[src/rtl/sine_phase_decoder.sv]
// Recovers the 6-bit phase index from offset-sine samples (64 steps/cycle), measures the
// period between rising mid-crossings and reports lock once successive periods agree.
module sine_phase_decoder #(
    parameter int unsigned MID      = 1000,
    parameter int unsigned PER_W    = 16,
    parameter int unsigned LOCK_TOL = 1
) (
    input  logic             clk,
    input  logic             rst,
    input  logic [15:0]      sample_in,
    input  logic             sample_valid,
    output logic [5:0]       phase,
    output logic             phase_valid,
    output logic [PER_W-1:0] period,
    output logic             period_valid,
    output logic             locked
);

    typedef enum logic [1:0] {StIdle, StPrime, StTrack, StLocked} state_e;

    localparam logic [15:0]      MidS   = 16'(MID);
    localparam logic [PER_W-1:0] CntMax = '1;
    localparam logic [PER_W-1:0] CntOne = PER_W'(1);
    localparam logic [PER_W-1:0] Tol    = PER_W'(LOCK_TOL);

    // First quadrant of 1000*sin, 16 steps
    localparam logic [11:0] QTAB [17] = '{
        12'd0,   12'd98,  12'd195, 12'd290, 12'd383, 12'd471, 12'd556, 12'd634, 12'd707,
        12'd773, 12'd831, 12'd882, 12'd924, 12'd957, 12'd981, 12'd995, 12'd1000
    };

    state_e           state_q, state_d;
    logic [15:0]      last_q;
    logic             slope_q;
    logic [PER_W-1:0] cnt_q, cnt_d;
    logic [PER_W-1:0] prev_per_q, prev_per_d;
    logic             have_per_q, have_per_d;
    logic             per_vld_d;
    logic [PER_W-1:0] per_diff;

    logic             have_prev;
    logic             rising_d;
    logic             crossing;

    logic             s1_vld_q;
    logic [15:0]      s1_sample_q;
    logic             s1_rising_q;
    logic             s1_per_vld_q;
    logic [PER_W-1:0] s1_per_q;
    logic             s1_locked_q;

    logic [15:0]      a_raw;
    logic [10:0]      a_sat;
    logic [4:0]       k;
    logic [5:0]       k6;
    logic             upper;
    logic [5:0]       phase_d;

    logic [5:0]       phase_q;
    logic             phase_valid_q;
    logic [PER_W-1:0] period_q;
    logic             period_valid_q;
    logic             locked_q;

    assign have_prev = (state_q != StIdle);
    assign crossing  = have_prev && (last_q < MidS) && (sample_in >= MidS);
    assign per_diff  = (cnt_q >= prev_per_q) ? (cnt_q - prev_per_q) : (prev_per_q - cnt_q);

    // Equal samples keep the previous slope
    always_comb begin
        rising_d = slope_q;
        if (have_prev) begin
            if (sample_in > last_q) begin
                rising_d = 1'b1;
            end else if (sample_in < last_q) begin
                rising_d = 1'b0;
            end
        end
    end

    always_comb begin
        state_d    = state_q;
        cnt_d      = cnt_q;
        prev_per_d = prev_per_q;
        have_per_d = have_per_q;
        per_vld_d  = 1'b0;
        if (sample_valid) begin
            unique case (state_q)
                StIdle: state_d = StPrime;
                StPrime: begin
                    if (crossing) begin
                        state_d = StTrack;
                        cnt_d   = CntOne;
                    end
                end
                StTrack, StLocked: begin
                    if (crossing) begin
                        per_vld_d  = 1'b1;
                        cnt_d      = CntOne;
                        state_d    = (have_per_q && per_diff <= Tol) ? StLocked : StTrack;
                        prev_per_d = cnt_q;
                        have_per_d = 1'b1;
                    end else if (cnt_q != CntMax) begin
                        cnt_d = cnt_q + CntOne;
                        // Saturation drops lock and forgets the period history
                        if (cnt_d == CntMax) begin
                            state_d    = StTrack;
                            have_per_d = 1'b0;
                        end
                    end
                end
                default: state_d = StIdle;
            endcase
        end
    end

    always_ff @(posedge clk or posedge rst) begin
        if (rst) begin
            state_q      <= StIdle;
            last_q       <= '0;
            slope_q      <= 1'b0;
            cnt_q        <= '0;
            prev_per_q   <= '0;
            have_per_q   <= 1'b0;
            s1_vld_q     <= 1'b0;
            s1_sample_q  <= '0;
            s1_rising_q  <= 1'b0;
            s1_per_vld_q <= 1'b0;
            s1_per_q     <= '0;
            s1_locked_q  <= 1'b0;
        end else begin
            state_q      <= state_d;
            cnt_q        <= cnt_d;
            prev_per_q   <= prev_per_d;
            have_per_q   <= have_per_d;
            s1_vld_q     <= sample_valid && have_prev;
            s1_per_vld_q <= per_vld_d;
            if (sample_valid) begin
                last_q      <= sample_in;
                slope_q     <= rising_d;
                s1_sample_q <= sample_in;
                s1_rising_q <= rising_d;
                s1_locked_q <= (state_d == StLocked);
            end
            if (per_vld_d) begin
                s1_per_q <= cnt_q;
            end
        end
    end

    always_comb begin
        upper = (s1_sample_q >= MidS);
        a_raw = upper ? (s1_sample_q - MidS) : (MidS - s1_sample_q);
        a_sat = (a_raw > 16'd1000) ? 11'd1000 : a_raw[10:0];
        // Nearest table entry: count midpoints strictly below a, so ties resolve low
        k = '0;
        for (int j = 0; j < 16; j++) begin
            if ({a_sat, 1'b0} > (QTAB[j] + QTAB[j+1])) begin
                k = k + 5'd1;
            end
        end
        k6 = {1'b0, k};
        unique case ({upper, s1_rising_q})
            2'b11:   phase_d = k6;
            2'b10:   phase_d = 6'd32 - k6;
            2'b00:   phase_d = 6'd32 + k6;
            default: phase_d = 6'd0 - k6;
        endcase
    end

    always_ff @(posedge clk or posedge rst) begin
        if (rst) begin
            phase_q        <= '0;
            phase_valid_q  <= 1'b0;
            period_q       <= '0;
            period_valid_q <= 1'b0;
            locked_q       <= 1'b0;
        end else begin
            phase_valid_q  <= s1_vld_q;
            period_valid_q <= s1_per_vld_q;
            locked_q       <= s1_locked_q;
            if (s1_vld_q) begin
                phase_q <= phase_d;
            end
            if (s1_per_vld_q) begin
                period_q <= s1_per_q;
            end
        end
    end

    assign phase        = phase_q;
    assign phase_valid  = phase_valid_q;
    assign period       = period_q;
    assign period_valid = period_valid_q;
    assign locked       = locked_q;

endmodule

[config.mk]
export PLATFORM = sky130hd
export DESIGN_NAME = sine_phase_decoder
export DESIGN_NICKNAME = d
export VERILOG_FILES = /design/src/rtl/sine_phase_decoder.sv
export SDC_FILE = /design/constraint.sdc
export NUM_CORES = 1
export LEC_CHECK = 0
export CAP_MARGIN = 20
export CORE_MARGIN = 3
export CORE_UTILIZATION = 45
export DETAILED_ROUTE_END_ITERATION = 12
export SLEW_MARGIN = 30
export SYNTH_ARGS = -nofsm -noshare
export SYNTH_HDL_FRONTEND = slang
export SYNTH_SLANG_ARGS = --single-unit
[constraint.sdc]
create_clock -name clk -period 30.4 [get_ports clk]
set_clock_uncertainty 0.05 [all_clocks]
set_input_delay 3.04 -clock clk [delete_from_list [all_inputs] [get_ports clk]]
set_output_delay 3.04 -clock clk [all_outputs]
set_load 0.005 [all_outputs]
==> flow_metrics.env, run 1 <==
export IMPL_critPathSlowestCell="a311oi_1"
export IMPL_top_layer="met4"
export IMPL_period_minus_slack_ns=11.25
export IMPL_synth_area_um2=9144
export IMPL_relSlewSlack=0.3346
export IMPL_start_util=0.4637
export IMPL_clk_pin_slew_ns=0.07
export IMPL_num_rows=51
export IMPL_gp_congestion=0.9332
export IMPL_avgRoutedWirePerCell_um=17.06
export IMPL_status="completed"
export IMPL_syn2layout_area_growth_pct=9.578
export IMPL_worstSetupPathType="register to register"
export IMPL_ios=44
export IMPL_die_height_um=148.5
export IMPL_numCtsBuffers=9
export IMPL_setup_viol=0
export IMPL_diodes=0
export IMPL_synth_cell_types=91
export IMPL_slew_violations=0
export IMPL_crit_required_ns=30.62
export IMPL_dieWidth_um=148.5
export IMPL_final_core_util=0.5082
export IMPL_worst_hold_slack_ns=0.3596
export IMPL_synthCells=1117
export IMPL_synth_edff_count=0
export IMPL_avgSynthCellArea_um2=8.186
export IMPL_swShare=0.4645
export IMPL_seq_power_share=0.215
export IMPL_power_density_nw_per_um2=78.94
export IMPL_antenna_found_initial=0
export IMPL_root_buffer="clkbuf_16"
export IMPL_grt_pass1_wl_um=39450
export IMPL_ir_worst_vdd_uv=70.82
export IMPL_via_per_inst=5.858
export IMPL_ys_ff_latch=96
export IMPL_cp_arrival_ns=11.46
export IMPL_wl_met2_um=9601
export IMPL_port_buffers=43
export IMPL_grt_use_total=0.2169
export IMPL_nNetsFinal=1213
export IMPL_yosysWarnings=0
export IMPL_ant_nets=0
export IMPL_power_leakage_nw=4.325
export IMPL_timing_final_crit_share=0.3699
export IMPL_synthFlopType="dfrtp_1"
export IMPL_cts_hold_buf=0
export IMPL_yosysSeqAreaShare=0.2627
export IMPL_start_kind="register"
export IMPL_p_int_w=0.0004235
export IMPL_cp_end_kind="register"
export IMPL_comb_power_share=0.640
export IMPL_power_switching_w=0.0003674
export IMPL_finalHoldViolCount=0
export IMPL_tightestPinTransition_ns=0.9981
export IMPL_grt_max_degree=56
export IMPL_drtIter0Drc=747
export IMPL_power_w=0.0007909
export IMPL_detail_route_wirelength_um=23740
export IMPL_htreeDepth=3
export IMPL_drt_pass1_iterations=6
export IMPL_hpwl_um=18290
export IMPL_crit_fanout=10
export IMPL_die_area_um2=22070
export IMPL_cpPeakStageDelay_ns=0.54
export IMPL_num_vias=8154
export IMPL_clock_path_buffers=2
export IMPL_rsz0062_at_grt="no"
export IMPL_max_freq_ghz=0.08892
export IMPL_grt_pass1_vias=7570
export IMPL_cts_tree="built"
export IMPL_crit_top_cell="ha_1"
export IMPL_gr_total_overflow=0
export IMPL_cap_violations=0
export IMPL_setup_tns_ns=0
export IMPL_met1_length_um=12630
export IMPL_drc=0
export IMPL_async_reset_ff_frac=1.000
export IMPL_synth_fp_nets=1208
export IMPL_worstHoldPathType="register to register"
export IMPL_met3_length_um=1220
export IMPL_clk_latency_ns=0.35
export IMPL_post_cts_resize_count=0
export IMPL_cts_setup_buffers=0
export IMPL_drive_gt1_frac=0.08163
export IMPL_pwr_share_clk=0.145
export IMPL_core_um2=19720
export IMPL_cts_sinks=96
[worst max-delay path: cells and delay by family, from the launching register on]
family | cells | cell delay (ns)
AO/OA/AOI/OAI | 18 | 3.56
AND/OR/NAND/NOR | 18 | 2.97
adder cells (fa/ha/maj) | 9 | 2.50
XOR/XNOR | 4 | 0.97
buffers and inverters | 5 | 0.66
flip-flops | 1 | 0.44
[registers in the layout, indices dropped and copies added (netlist names)]
register,count
cnt_q,16
have_per_q,1
locked,1
period,16
period_valid,1
phase,6
phase_valid,1
prev_per_q,16
s1_locked_q,1
s1_per_q,16
s1_per_vld_q,1
s1_rising_q,1
s1_sample_q,16
s1_vld_q,1
state_q,2
[power groups by stage]
stage | sequential, W | combinational [W] | clock (W)
2_1_floorplan | 0.000163 | 0.000408 | 0
3_3_place_gp | 0.000172 | 0.000500 | 0
3_5_place_dp | 0.000172 | 0.000501 | 0
4_1_cts | 0.000170 | 0.000505 | 0.000117
5_1_grt | 0.000174 | 0.000569 | 0.000123
6_report | 0.000170 | 0.000506 | 0.000115
[cell usage after synthesis, drive strengths merged, types with 15 or more instances]
cell type    n  area, um^2
a21o        31       232.7
a21oi       71       370.4
a31oi       23       165.2
buf         15       83.82
clkbuf      37       138.9
dfrtp       96        2402
ha          70       875.8
inv         80       302.8
mux2        22       247.7
mux2i       20       229.0
nand2      132       498.0
nand3       31       155.2
nand4       18       127.6
nor2        73       276.5
nor3        24       158.9
o21ai      107       539.3
o31ai       15       112.6
xnor2       41       434.2
xor2        22       219.0
[path summary, 6_finish.rpt]
kind | start | endpoint | slack, ns | depth (start not counted)
setup / recovery | s1_sample_q[4]$_DFFE_PP0P_ | phase[5]$_DFFE_PP0P_ | 19.15 | 54
hold / removal | s1_locked_q$_DFFE_PP0P_ | locked$_DFF_PP0_ | 0.36 | 0
setup reg to reg | s1_sample_q[4]$_DFFE_PP0P_ | phase[5]$_DFFE_PP0P_ | 19.15 | 54
hold reg to reg | s1_locked_q$_DFFE_PP0P_ | locked$_DFF_PP0_ | 0.36 | 0
max in group asynchronous | rst | s1_vld_q$_DFF_PP0_ | 26.13 | 3
min in group asynchronous | rst | s1_sample_q[8]$_DFFE_PP0P_ | 3.04 | 2
[kinds of logic (layout without fill, tap and decap cells)]
| kind of cell | count (synthesis) | after routing | share of synthesized area |
|---|---|---|---|
| AOI/OAI and AO/OA | 352 | 352 | 0.2571 |
| xor gates and xnor gates | 65 | 65 | 0.07649 |
| adders and majority gates | 72 | 72 | 0.1002 |
| buffers and inverters | 132 | 142 | 0.05747 |
| DFF | 96 | 96 | 0.2627 |
| muxes | 42 | 42 | 0.05213 |
| and+or+nand+nor | 358 | 358 | 0.1939 |
[cells in the final DEF (no fill, tap or decap), types with 10 or more instances in the layout]
cell,Yosys,final
nand3_1,31,31
inv_1,79,77
nor4_1,13,13
o21ai_0,101,101
mux2i_1,17,17
nand2b_1,13,13
xor2_1,20,20
nand2_1,131,131
nor3_1,20,20
a21o_1,31,31
xnor2_1,34,34
clkdlybuf4s50_1,0,43
o31ai_1,15,15
mux2_2,22,22
a31oi_1,21,21
a21oi_1,69,69
a211oi_1,10,10
ha_1,70,70
o21bai_1,13,13
dfrtp_1,96,96
o21a_1,11,11
nor2_1,72,72
nand4_1,17,17
[routing by layer]
layer | global-route usage | vias to the layer above
li1 | - | 4059
met1 | 0.3546 | 3834
met2 | 0.2998 | 238
met3 | 0.02742 | 23
met4 | 0.04942 | 0
met5 | 0 | -
[cell type report]
cell class                      count  area [um^2]
Timing Repair Buffer               46        452.9
Clock inverter                      7        86.33
Tap cell                          265        331.6
Fill cell                        1894         9698
Sequential cell                    96         2402
Clock buffer                        9        225.2
Inverter                           80        305.3
Multi-Input combinational cell    889         6216
[through the flow]
step / instances / setup slack [ns] / area, um^2
after floorplan: 1117 / 20.32 / 9144
after global placement: 1376 / 19.58 / 9708
after detailed placement: 1376 / 19.28 / 9708
after CTS: 1392 / 19.24 / 10020
after global routing: 1392 / 17.94 / 10020
final: 1392 / 19.15 / 10020
No activity file was read; power rests on OpenSTA's default activity.
==> inputs of run 2 (changes only) <==
Clock period 30.4 ns to 11.3 ns, I/O delays scaled along.
==> run 2 against run 1 <==
Effect of this change: first-iteration DRC count fell by 0.40%; critical path depth fell by 3; die area did not move; highest routed layer unchanged.
==> flow_metrics.env, run 2 (synthesized netlist as in run 1, its figures left out) <==
export IMPL_cts_sinks=96
export IMPL_fin_area_um2=10230
export IMPL_avgRoutedWirePerCell_um=17.08
export IMPL_crit_fanout=15
export IMPL_worst_hold_slack_ns=0.3464
export IMPL_ir_worst_vdd_uv=177.2
export IMPL_placed_area_um2=9738
export IMPL_grt_use_total=0.2194
export IMPL_cp_arrival_ns=10.68
export IMPL_num_vias=8234
export IMPL_worstSetupPathType="register to register"
export IMPL_power_density_nw_per_um2=216.7
export IMPL_drtIter0Drc=744
export IMPL_drive_gt1_frac=0.1106
export IMPL_via_per_inst=5.865
export IMPL_worstHoldPathType="register to register"
export IMPL_relSlewSlack=0.3469
export IMPL_final_common_cell="nand2_1"
export IMPL_cts_tree="built"
export IMPL_crit_required_ns=11.52
export IMPL_met3_length_um=1132
export IMPL_die_height_um=148.5
export IMPL_nNetsFinal=1225
export IMPL_wl_met2_um=9769
export IMPL_cpPeakStageDelay_ns=0.55
export IMPL_period_minus_slack_ns=10.46
export IMPL_root_buffer="clkbuf_16"
export IMPL_slew_violations=0
export IMPL_htreeDepth=3
export IMPL_timing_final_crit_share=0.9256
export IMPL_hold_start="s1_locked_q$_DFFE_PP0P_"
export IMPL_diodes=0
export IMPL_detail_route_wirelength_um=23980
export IMPL_crit_top_cell="ha_1"
export IMPL_core_um2=19720
export IMPL_syn2layout_area_growth_pct=11.93
export IMPL_clk_latency_ns=0.36
export IMPL_setup_viol=0
export IMPL_port_buffers=43
export IMPL_drc=0
export IMPL_num_rows=51
export IMPL_status="completed"
export IMPL_antenna_found_initial=0
export IMPL_grt_pass1_vias=7727
export IMPL_die_area_um2=22070
export IMPL_start_kind="register"
export IMPL_clock_path_buffers=2
export IMPL_critPathSlowestCell="or3_1"
export IMPL_ant_nets=0
export IMPL_start_util=0.4637
export IMPL_finalHoldViolCount=0
export IMPL_tightestPinTransition_ns=0.9797
export IMPL_rr_startpoint="s1_sample_q[10]$_DFFE_PP0P_"
export IMPL_setup_tns_ns=0
export IMPL_crit_start="s1_sample_q[10]$_DFFE_PP0P_"
export IMPL_grt_pass1_wl_um=39990
export IMPL_top_layer="met4"
export IMPL_gr_total_overflow=0
export IMPL_grt_max_degree=83
export IMPL_final_cell_mix="nand2_1 (131), o21ai_0 (98), dfrtp_1 (92)"
export IMPL_dieWidth_um=148.5
export IMPL_cp_end_kind="register"
export IMPL_gp_congestion=0.9478
export IMPL_ff2ff_setup_slack_ns=0.84
export IMPL_drt_pass1_iterations=5
export IMPL_met1_length_um=12750
export IMPL_power_leakage_nw=4.395
export IMPL_max_freq_ghz=0.09561
export IMPL_clk_pin_slew_ns=0.08
export IMPL_cap_violations=0
export IMPL_numCtsBuffers=9
export IMPL_hpwl_um=18290
export IMPL_ios=44
==> run 2: changes by cell type in the layout (fill, tap and decap cells not counted), sizes merged <==
cell,previous run,this run
buf,3,15
==> run 2: path summary, 6_finish.rpt <==
| path | endpoint | cells after the start |
|---|---|---|
| worst max-delay path | phase[5]$_DFFE_PP0P_ | 51 |
| worst min-delay path | locked$_DFF_PP0_ | 0 |
| worst max register to register | phase[5]$_DFFE_PP0P_ | 51 |
| worst min register to register | locked$_DFF_PP0_ | 0 |
| max in group asynchronous | cnt_q[1]$_DFFE_PP0P_ | 3 |
| min in group asynchronous | s1_sample_q[8]$_DFFE_PP0P_ | 2 |
==> run 2: metal layers <==
layer  vias up  track usage
met3        29      0.02651
li1       4073            -
met1      3884       0.3539
met4         0      0.04896
met2       248       0.3105
met5         -            0
==> run 2: what timing repair did <==
item	in CTS	in global routing
resized for setup	0	29
hold buffers	0	0
setup buffers	0	9
endpoints found under the setup margin	0	5
==> run 2: critical path: cells and delay by family, from the launching register on <==
family / cells / cell delay (ns)
AO/OA/AOI/OAI: 17 / 2.81
adder cells (fa/ha/maj): 8 / 2.42
multiplexers: 1 / 0.22
AND/OR/NAND/NOR: 17 / 2.93
flip-flops: 1 / 0.54
buffers and inverters: 4 / 0.33
XOR/XNOR: 4 / 1.07
==> run 2: where the power goes <==
part,switching (W),internal [W]
Clock,0.000164,0.000163
Sequential,0.0000576,0.000400
Combinational,0.000804,0.000630
==> run 2: layout make-up <==
class | count | area, um^2
Fill cell | 1871 | 9483
Sequential cell | 96 | 2407
Multi-Input combinational cell | 889 | 6312
Inverter | 80 | 307.8
Clock inverter | 7 | 103.9
Tap cell | 265 | 331.6
Clock buffer | 9 | 225.2
Timing Repair Buffer | 58 | 546.8
==> run 2: stage by stage <==
stage               power [W]  std cells  setup WS, ns  utilization
CTS                  0.002155       1395        0.2030       0.5106
global route         0.002417       1404      -0.02733       0.5191
global placement     0.001809       1379        0.5650       0.4935
floorplan            0.001536       1117         1.217            -
detailed placement   0.001815       1379        0.2682       0.4939
finish               0.002218       1404        0.8406       0.5191
